`config.mk`:
```
export PLATFORM = sky130hd
export DESIGN_NAME = seq_muldiv
export DESIGN_NICKNAME = d
export VERILOG_FILES = /design/src/rtl/seq_muldiv.sv
export SDC_FILE = /design/constraint.sdc
export NUM_CORES = 1
export LEC_CHECK = 0
export BUFFER_PORTS_ARGS = -buffer_cell sky130_fd_sc_hd__buf_4
export CAP_MARGIN = 20
export CORE_MARGIN = 1.5
export CORE_UTILIZATION = 40
export CTS_CLUSTER_SIZE = 12
export DETAILED_ROUTE_END_ITERATION = 16
export PLACE_DENSITY = 0.61
export SKIP_LAST_GASP = 1
export SYNTH_ARGS = -nofsm -noshare
export SYNTH_HDL_FRONTEND = slang
export SYNTH_SLANG_ARGS = --single-unit
```
`constraint.sdc`:
```
create_clock -name clk -period 4.2 [get_ports clk]
set_input_delay 0.42 -clock clk [delete_from_list [all_inputs] [get_ports clk]]
set_output_delay 0.42 -clock clk [all_outputs]
set_load 0.01 [all_outputs]
```
`src/rtl/seq_muldiv.sv`:
```
// rtl/seq_muldiv.sv - iterative shift-add multiplier / restoring divider with start/busy/done handshake
module seq_muldiv #(
   parameter int WIDTH     = 32,
   parameter bit SIGNED_EN = 1'b1
) (
   input  logic                 clk,
   input  logic                 clr,
   input  logic                 start,
   input  logic [1:0]           op,
   input  logic [WIDTH-1:0]     a,
   input  logic [WIDTH-1:0]     b,
   output logic                 busy,
   output logic                 done,
   output logic                 div_zero,
   output logic [2*WIDTH-1:0]   result
);

   localparam int CW = $clog2(WIDTH) + 1;

   typedef enum logic [2:0] {
      S_IDLE,
      S_PREP,
      S_RUN,
      S_FIX,
      S_DONE
   } state_t;

   state_t               state;
   logic [1:0]           op_q;
   logic [WIDTH-1:0]     a_q;
   logic [WIDTH-1:0]     b_q;
   logic [WIDTH-1:0]     m_q;      // multiplicand magnitude or divisor magnitude
   logic [2*WIDTH-1:0]   acc;      // MUL: {partial, multiplier}; DIV: {rem, quo}
   logic [CW-1:0]        cnt;
   logic                 sign_q;
   logic                 sign_r;

   logic                 is_div;
   logic                 is_signed;
   logic                 a_neg;
   logic                 b_neg;
   logic [WIDTH-1:0]     mag_a;
   logic [WIDTH-1:0]     mag_b;
   logic [WIDTH:0]       mul_sum;
   logic [WIDTH:0]       div_trial;
   logic [2*WIDTH-1:0]   mul_step;
   logic [2*WIDTH-1:0]   div_step;
   logic [WIDTH-1:0]     rem_fix;
   logic [WIDTH-1:0]     quo_fix;
   logic [2*WIDTH-1:0]   fix_val;

   // Operand decode, one iteration step of each engine, and the final sign fix-up
   always_comb begin
      is_div    = op_q[1];
      is_signed = SIGNED_EN && !op_q[0];
      a_neg     = is_signed && a_q[WIDTH-1];
      b_neg     = is_signed && b_q[WIDTH-1];
      mag_a     = a_neg ? -a_q : a_q;
      mag_b     = b_neg ? -b_q : b_q;

      // Shift-add: add multiplicand into the upper half when the current multiplier bit is set,
      // then shift the whole accumulator right keeping the carry.
      mul_sum   = {1'b0, acc[2*WIDTH-1:WIDTH]} + (acc[0] ? {1'b0, m_q} : {(WIDTH+1){1'b0}});
      mul_step  = {mul_sum, acc[WIDTH-1:1]};

      // Restoring divide: the shifted remainder needs one extra bit, its MSB flags a borrow.
      div_trial = {acc[2*WIDTH-1:WIDTH], acc[WIDTH-1]} - {1'b0, m_q};
      if (!div_trial[WIDTH]) begin
         div_step = {div_trial[WIDTH-1:0], acc[WIDTH-2:0], 1'b1};
      end else begin
         div_step = {acc[2*WIDTH-2:0], 1'b0};
      end

      rem_fix = sign_r ? -acc[2*WIDTH-1:WIDTH] : acc[2*WIDTH-1:WIDTH];
      quo_fix = sign_q ? -acc[WIDTH-1:0] : acc[WIDTH-1:0];
      if (is_div) begin
         fix_val = {rem_fix, quo_fix};
      end else begin
         fix_val = sign_q ? -acc : acc;
      end
   end

   // Control FSM with registered handshake outputs and datapath registers
   always_ff @(posedge clk or negedge clr) begin
      if (!clr) begin
         state    <= S_IDLE;
         busy     <= 1'b0;
         done     <= 1'b0;
         div_zero <= 1'b0;
         result   <= '0;
         op_q     <= '0;
         a_q      <= '0;
         b_q      <= '0;
         m_q      <= '0;
         acc      <= '0;
         cnt      <= '0;
         sign_q   <= 1'b0;
         sign_r   <= 1'b0;
      end else begin
         done <= 1'b0;
         case (state)
            S_IDLE, S_DONE: begin
               if (start) begin
                  a_q      <= a;
                  b_q      <= b;
                  op_q     <= op;
                  div_zero <= 1'b0;
                  busy     <= 1'b1;
                  state    <= S_PREP;
               end else begin
                  busy  <= 1'b0;
                  state <= S_IDLE;
               end
            end
            S_PREP: begin
               sign_q <= a_neg ^ b_neg;
               sign_r <= a_neg;
               cnt    <= CW'(WIDTH - 1);
               if (is_div && (b_q == '0)) begin
                  div_zero <= 1'b1;
                  result   <= {a_q, {WIDTH{1'b1}}};
                  busy     <= 1'b0;
                  done     <= 1'b1;
                  state    <= S_DONE;
               end else if (is_div) begin
                  acc   <= {{WIDTH{1'b0}}, mag_a};
                  m_q   <= mag_b;
                  state <= S_RUN;
               end else begin
                  acc   <= {{WIDTH{1'b0}}, mag_b};
                  m_q   <= mag_a;
                  state <= S_RUN;
               end
            end
            S_RUN: begin
               acc <= is_div ? div_step : mul_step;
               cnt <= cnt - CW'(1);
               if (cnt == '0) begin
                  state <= S_FIX;
               end
            end
            S_FIX: begin
               result <= fix_val;
               busy   <= 1'b0;
               done   <= 1'b1;
               state  <= S_DONE;
            end
            default: begin
               busy  <= 1'b0;
               state <= S_IDLE;
            end
         endcase
      end
   end

endmodule

```
Word level (Yosys, flattened, before mapping) --
Cells that the tools add are included.
Word-level totals: bits in registers 240, input bits 69, output and inout bits 67, logic and storage cells 77
Cells by class: add/sub/neg operators 8, eq/ne operators 8, mux-type cells 28, bitwise gates (word level) 3, reduce and logical (&&, ||, !) cells 17
Operator list (count):
- 2-to-1 mux 64 bit | 6
- case mux 64 bit (2 select lines) | 2
- 2-to-1 mux 32 bit | 7
- negator 32 bit | 4
- negator 64 bit | 1
- adder 32 x 32 -> 33 bit | 1
- subtractor 33 x 32 -> 33 bit | 1
- zero test 32 bit | 1
- case mux 3 bit (4 select lines) | 1
- case mux 6 bit (2 select lines) | 1
- AND reduction 2 bit | 5
- != test 2 bit, second input constant | 4
- == test 3 x 2 -> 1 bit, second input constant | 2
- zero test 6 bit | 1
- 2-to-1 mux 1 bit | 6
- 2-to-1 mux 3 bit | 2
- nonzero test 2 bit | 3
- subtractor 6 x 1 -> 6 bit, second input constant | 1
- case mux 1 bit (2 select lines) | 2
- == test 3 x 1 -> 1 bit, second input constant | 1
- == test 3 bit, second input constant | 1
- logical AND 1 bit | 3
- zero test 3 bit | 1
- case mux 1 bit (3 select lines) | 1
- other kinds (5) | 6

Logic depth before layout (Yosys ltp) --
depth after elaboration 6, depth in mapped cells 15, gate-level depth less buffers 13

Worst setup path after synthesis --
Ideal clock, no wire load.
kind register -> register, from register acc[38], to register acc[51], library setup time 135 ps, arrival 3251 ps, data required time 4065 ps, path slack 814 ps, stages on the path, launching flop included 14, buffers on the path 3, period minus slack after synthesis 3386 ps, path through dfrtp_1 -> ha_1 -> a21oi_1 -> inv_1 -> o31a_1 -> o31a_1 -> a21o_1 -> mux2_2 -> and2_0 -> clkbuf_1 -> buf_2 -> buf_2 -> mux2i_1 -> o21ai_0
Between the ends: cells in the longest elaborated chain, start to end 4, elaborated cells between the ends (all ways) 5, those cells by class add/sub: 2; mux: 3
Ends and longest elaborated chain:
- from (decl) | line 33 | logic [2*WIDTH-1:0] acc;
- from (signal assigned) | line 126 | acc <= {{WIDTH{1'b0}}, mag_a};
- from (signal assigned) | line 130 | acc <= {{WIDTH{1'b0}}, mag_b};
- from (signal assigned) | line 136 | acc <= is_div ? div_step : mul_step;
- subtractor 33 x 32 -> 33 bit | line 67 | div_trial = {acc[2*WIDTH-1:WIDTH], acc[WIDTH-1]} - {1'b0, m_q};
- 2-to-1 mux 64 bit | line 68 | if (!div_trial[WIDTH]) begin
- 2-to-1 mux 64 bit (*) | line 136
- case mux 64 bit (2 select lines) (*) | line 101 | case (state)
Every way passes the cells marked *; elsewhere a longest branch is shown, timed or not. A chain may end at the register's enable or synchronous reset.

Final worst setup path --
from register acc[0], to register acc[60]
Between the ends: cells in the longest elaborated chain, start to end 4
Ends and longest elaborated chain:
- 2-to-1 mux 32 bit | line 63 | mul_sum = {1'b0, acc[2*WIDTH-1:WIDTH]} + (acc[0] ? {1'b0, m_q} : {(WIDTH+1){1'b0}});
- adder 32 x 32 -> 33 bit | line 63
- 2-to-1 mux 64 bit | line 136
- case mux 64 bit (2 select lines) | line 101
Every way passes these cells.

==> results.sh <==
export IMPL_status="finished, final reports clean"
export IMPL_async_flop_share_pct=100.0
export IMPL_grt_max_degree=114
export IMPL_grt_pass1_wl_um=93870
export IMPL_antennaDiodeCount=0
export IMPL_synth_edf_count=0
export IMPL_syn_inst=2031
export IMPL_fp_dieH_um=210.4
export IMPL_period_minus_slack_ns=3.721
export IMPL_regToRegEndpoint="acc[60]$_DFFE_PN0P_"
export IMPL_num_vias=16130
export IMPL_ys_flop_type="dfrtp_1"
export IMPL_nNetsFinal=2261
export IMPL_finalSetupTns_ns=0
export IMPL_syn_area_per_cell_um2=8.469
export IMPL_power_density_nw_per_um2=940.8
export IMPL_post_cts_buffers=0
export IMPL_cts_path_max_buffers=3
export IMPL_drv_cap=0
export IMPL_cts_root_buf="clkbuf_16"
export IMPL_fp_coreArea_um2=42230
export IMPL_pwr_share_comb_pct=61.6
export IMPL_drive_gt1_share_pct=14.71
export IMPL_worstPathRequired_ns=4.59
export IMPL_port_buffers=135
export IMPL_insertion_delay_ns=0.57
export IMPL_pwr_share_seq_pct=25.5
export IMPL_setup_viol=0
export IMPL_pwr_share_clk_pct=12.9
export IMPL_ys_seq_area_share_pct=34.91
export IMPL_r2r_start="acc[0]$_DFFE_PN0P_"
export IMPL_drt_pass1_iterations=7
export IMPL_reg2reg_depth=12
export IMPL_drt_total_wl_um=60660
export IMPL_postRouteAntennaNets=0
export IMPL_critPathKind="reg2reg"
export IMPL_switchingPower_w=0.009441
export IMPL_dpl_hpwl_um=46780
export IMPL_cts_resized=0
export IMPL_synth_distinct_cells=76
export IMPL_clock_sinks=240
export IMPL_reg2reg_slack_ns=0.48
export IMPL_p_int_w=0.009112
export IMPL_cp_end_kind="register"
export IMPL_antenna_found_initial=0
export IMPL_overflow=0
export IMPL_cp_max_fo=22
export IMPL_routabilityCongestion=1.023
export IMPL_drt_iter0_markers=1650
export IMPL_rsz0062_at_grt="false"
export IMPL_p_sw_share_pct=50.89
export IMPL_io_pins=136
export IMPL_cp_start_kind="register"
export IMPL_dieArea_um2=44260
export IMPL_post_drt_wl_per_cell_um=22.69
export IMPL_timing_slew_headroom_pct=37.04
export IMPL_viasPerCell=6.033
export IMPL_finClkSkew_ns=0.02478
export IMPL_post_route_util_pct=46.70
export IMPL_grtUsageTotal_pct=27.32
export IMPL_area_growth_pct=14.65
export IMPL_grt_pass1_vias=15330
export IMPL_p_leak_nw=8.447
export IMPL_cts_buffers=27
export IMPL_hold_viol=0
export IMPL_route_detailed_drc=0
export IMPL_hp_class="in2reg"
export IMPL_start_util_pct=40.73
export IMPL_period_share_pct=88.59
export IMPL_num_rows=75
export IMPL_cp_arrival_ns=4.12
export IMPL_cts_max_level=1
export IMPL_synth_warnings=0
export IMPL_tightest_slew_ns=0.9444
export IMPL_peakVddDrop_uv=443.6
export IMPL_tritoncts="yes"
export IMPL_fmax_ghz=0.2688
export IMPL_fp_dieW_um=210.4
export IMPL_slew_viol_final=0
export IMPL_min_from="b[0]"
export IMPL_clk_pin_slew_ns=0.06
export IMPL_syn_area_um2=17200
export IMPL_hold_ws_ns=0.08120
export IMPL_cp_startpoint="acc[0]$_DFFE_PN0P_"
export IMPL_syn_num_nets=2172
export IMPL_yosys_register_bits=240
export IMPL_critical_path_endpoint="acc[60]$_DFFE_PN0P_"
-- through the flow --
step	worst slack, ns	std cells	cell area, um^2	power [W]
finish	0.4791	2673	19720	0.01855
global route	0.1545	2673	19720	0.01975
CTS	0.5004	2672	19710	0.01835
detailed placement	0.5219	2628	18840	0.01590
global placement	0.5920	2628	18840	0.01580
floorplan	0.8142	2031	17200	0.01182
-- worst max-delay path, stage by stage (launching register included) --
cell,delay [ns]
dfrtp_1,0.43
inv_1,0.30
buf_4,0.33
nor2_1,0.09
ha_1,0.36
a21oi_1,0.18
o21ai_0,0.17
o41ai_1,0.54
nand3b_1,0.26
a211oi_1,0.40
o41ai_1,0.16
xnor2_1,0.19
o221ai_1,0.13
-- flip-flops by register name, indices dropped and copies added (netlist names), 2 cells and up --
register	flops
acc	64
m_q	32
a_q	32
op_q	2
state	3
cnt	6
b_q	32
result	64
-- cells by family (layout without fill, tap and decap cells) --
kind of cell / after synthesis / after routing / share of synthesized area, %
xor+xnor: 163 / 163 / 8.299
simple gates: 596 / 596 / 16.29
fa+ha+maj: 72 / 72 / 5.324
mux: 138 / 138 / 8.489
flops: 240 / 240 / 34.91
buf+inv: 196 / 299 / 4.495
compound gates: 626 / 626 / 22.19
-- final cells by class --
type,count,area [um^2]
Sequential cell,240,6010
Inverter,70,262.8
Clock inverter,9,123.9
Clock buffer,34,732.0
Timing Repair Buffer,186,1464
Fill cell,4119,22510
Multi-Input combinational cell,1595,10460
Tap cell,539,674.4
-- power groups by stage --
stage	Clock, W	Sequential [W]	Combinational, W
global route	0.00251	0.00487	0.0124
global placement	0	0.00467	0.0111
CTS	0.00243	0.00468	0.0112
floorplan	0	0.00430	0.00751
finish	0.00239	0.00473	0.0114
detailed placement	0	0.00471	0.0112
-- layout by cell type, fill, tap and decap left out, drive strengths merged, types with 20 or more instances in the layout --
cell type / netlist / layout
nor3: 52 / 52
ha: 70 / 70
clkbuf: 98 / 34
nand3: 27 / 27
nor2b: 20 / 20
buf: 28 / 185
xor2: 78 / 78
a21o: 21 / 21
inv: 70 / 71
o221ai: 23 / 23
mux2i: 75 / 75
nand2: 183 / 183
o21ai: 217 / 217
a21oi: 185 / 185
xnor2: 85 / 85
nor2: 183 / 183
mux2: 63 / 63
a211oi: 27 / 27
o31ai: 21 / 21
dfrtp: 240 / 240
-- synthesized netlist by cell type (20+ instances only) --
cell	number	area, um^2
o221ai_1	23	201.4
nor3_1	51	255.2
mux2i_1	75	750.7
clkbuf_1	98	367.9
o31ai_1	21	157.7
nor2_1	183	686.9
inv_1	70	262.8
nand3_1	27	135.1
o21ai_0	213	1066
a21oi_1	185	925.9
ha_1	70	875.8
dfrtp_1	240	6006
mux2_2	63	709.4
nor2b_1	20	125.1
a211oi_1	27	202.7
a21o_1	21	157.7
nand2_1	183	686.9
xor2_1	78	683.2
xnor2_1	85	744.5
-- per-layer routing --
| metal | GRT usage, % | wire, um | up-vias |
|---|---|---|---|
| met2 | 41.55 | 26250 | 673 |
| met3 | 3.054 | 3946 | 101 |
| met1 | 40.02 | 28240 | 7844 |
| li1 | - | - | 7509 |
| met4 | 9.754 | 2230 | 0 |
| met5 | 0 | 0 | - |
-- what timing repair did --
action	4_1_cts	5_1_grt
hold endpoints to repair	47	0
setup endpoints to repair	0	0
hold buffers	1	0
-- worst min path at each step --
stage                                     end  slack, ns  cells past startpoint
after floorplan            a_q[0]$_DFFE_PN0P_       0.12                      0
after global placement     cnt[4]$_DFFE_PN0P_       0.46                      1
after detailed placement   cnt[4]$_DFFE_PN0P_       0.46                      1
after CTS                 b_q[21]$_DFFE_PN0P_       0.07                      2
after global routing      b_q[12]$_DFFE_PN0P_       0.07                      2
final                      b_q[0]$_DFFE_PN0P_       0.08                      3
(Power assumes the default switching activity.)
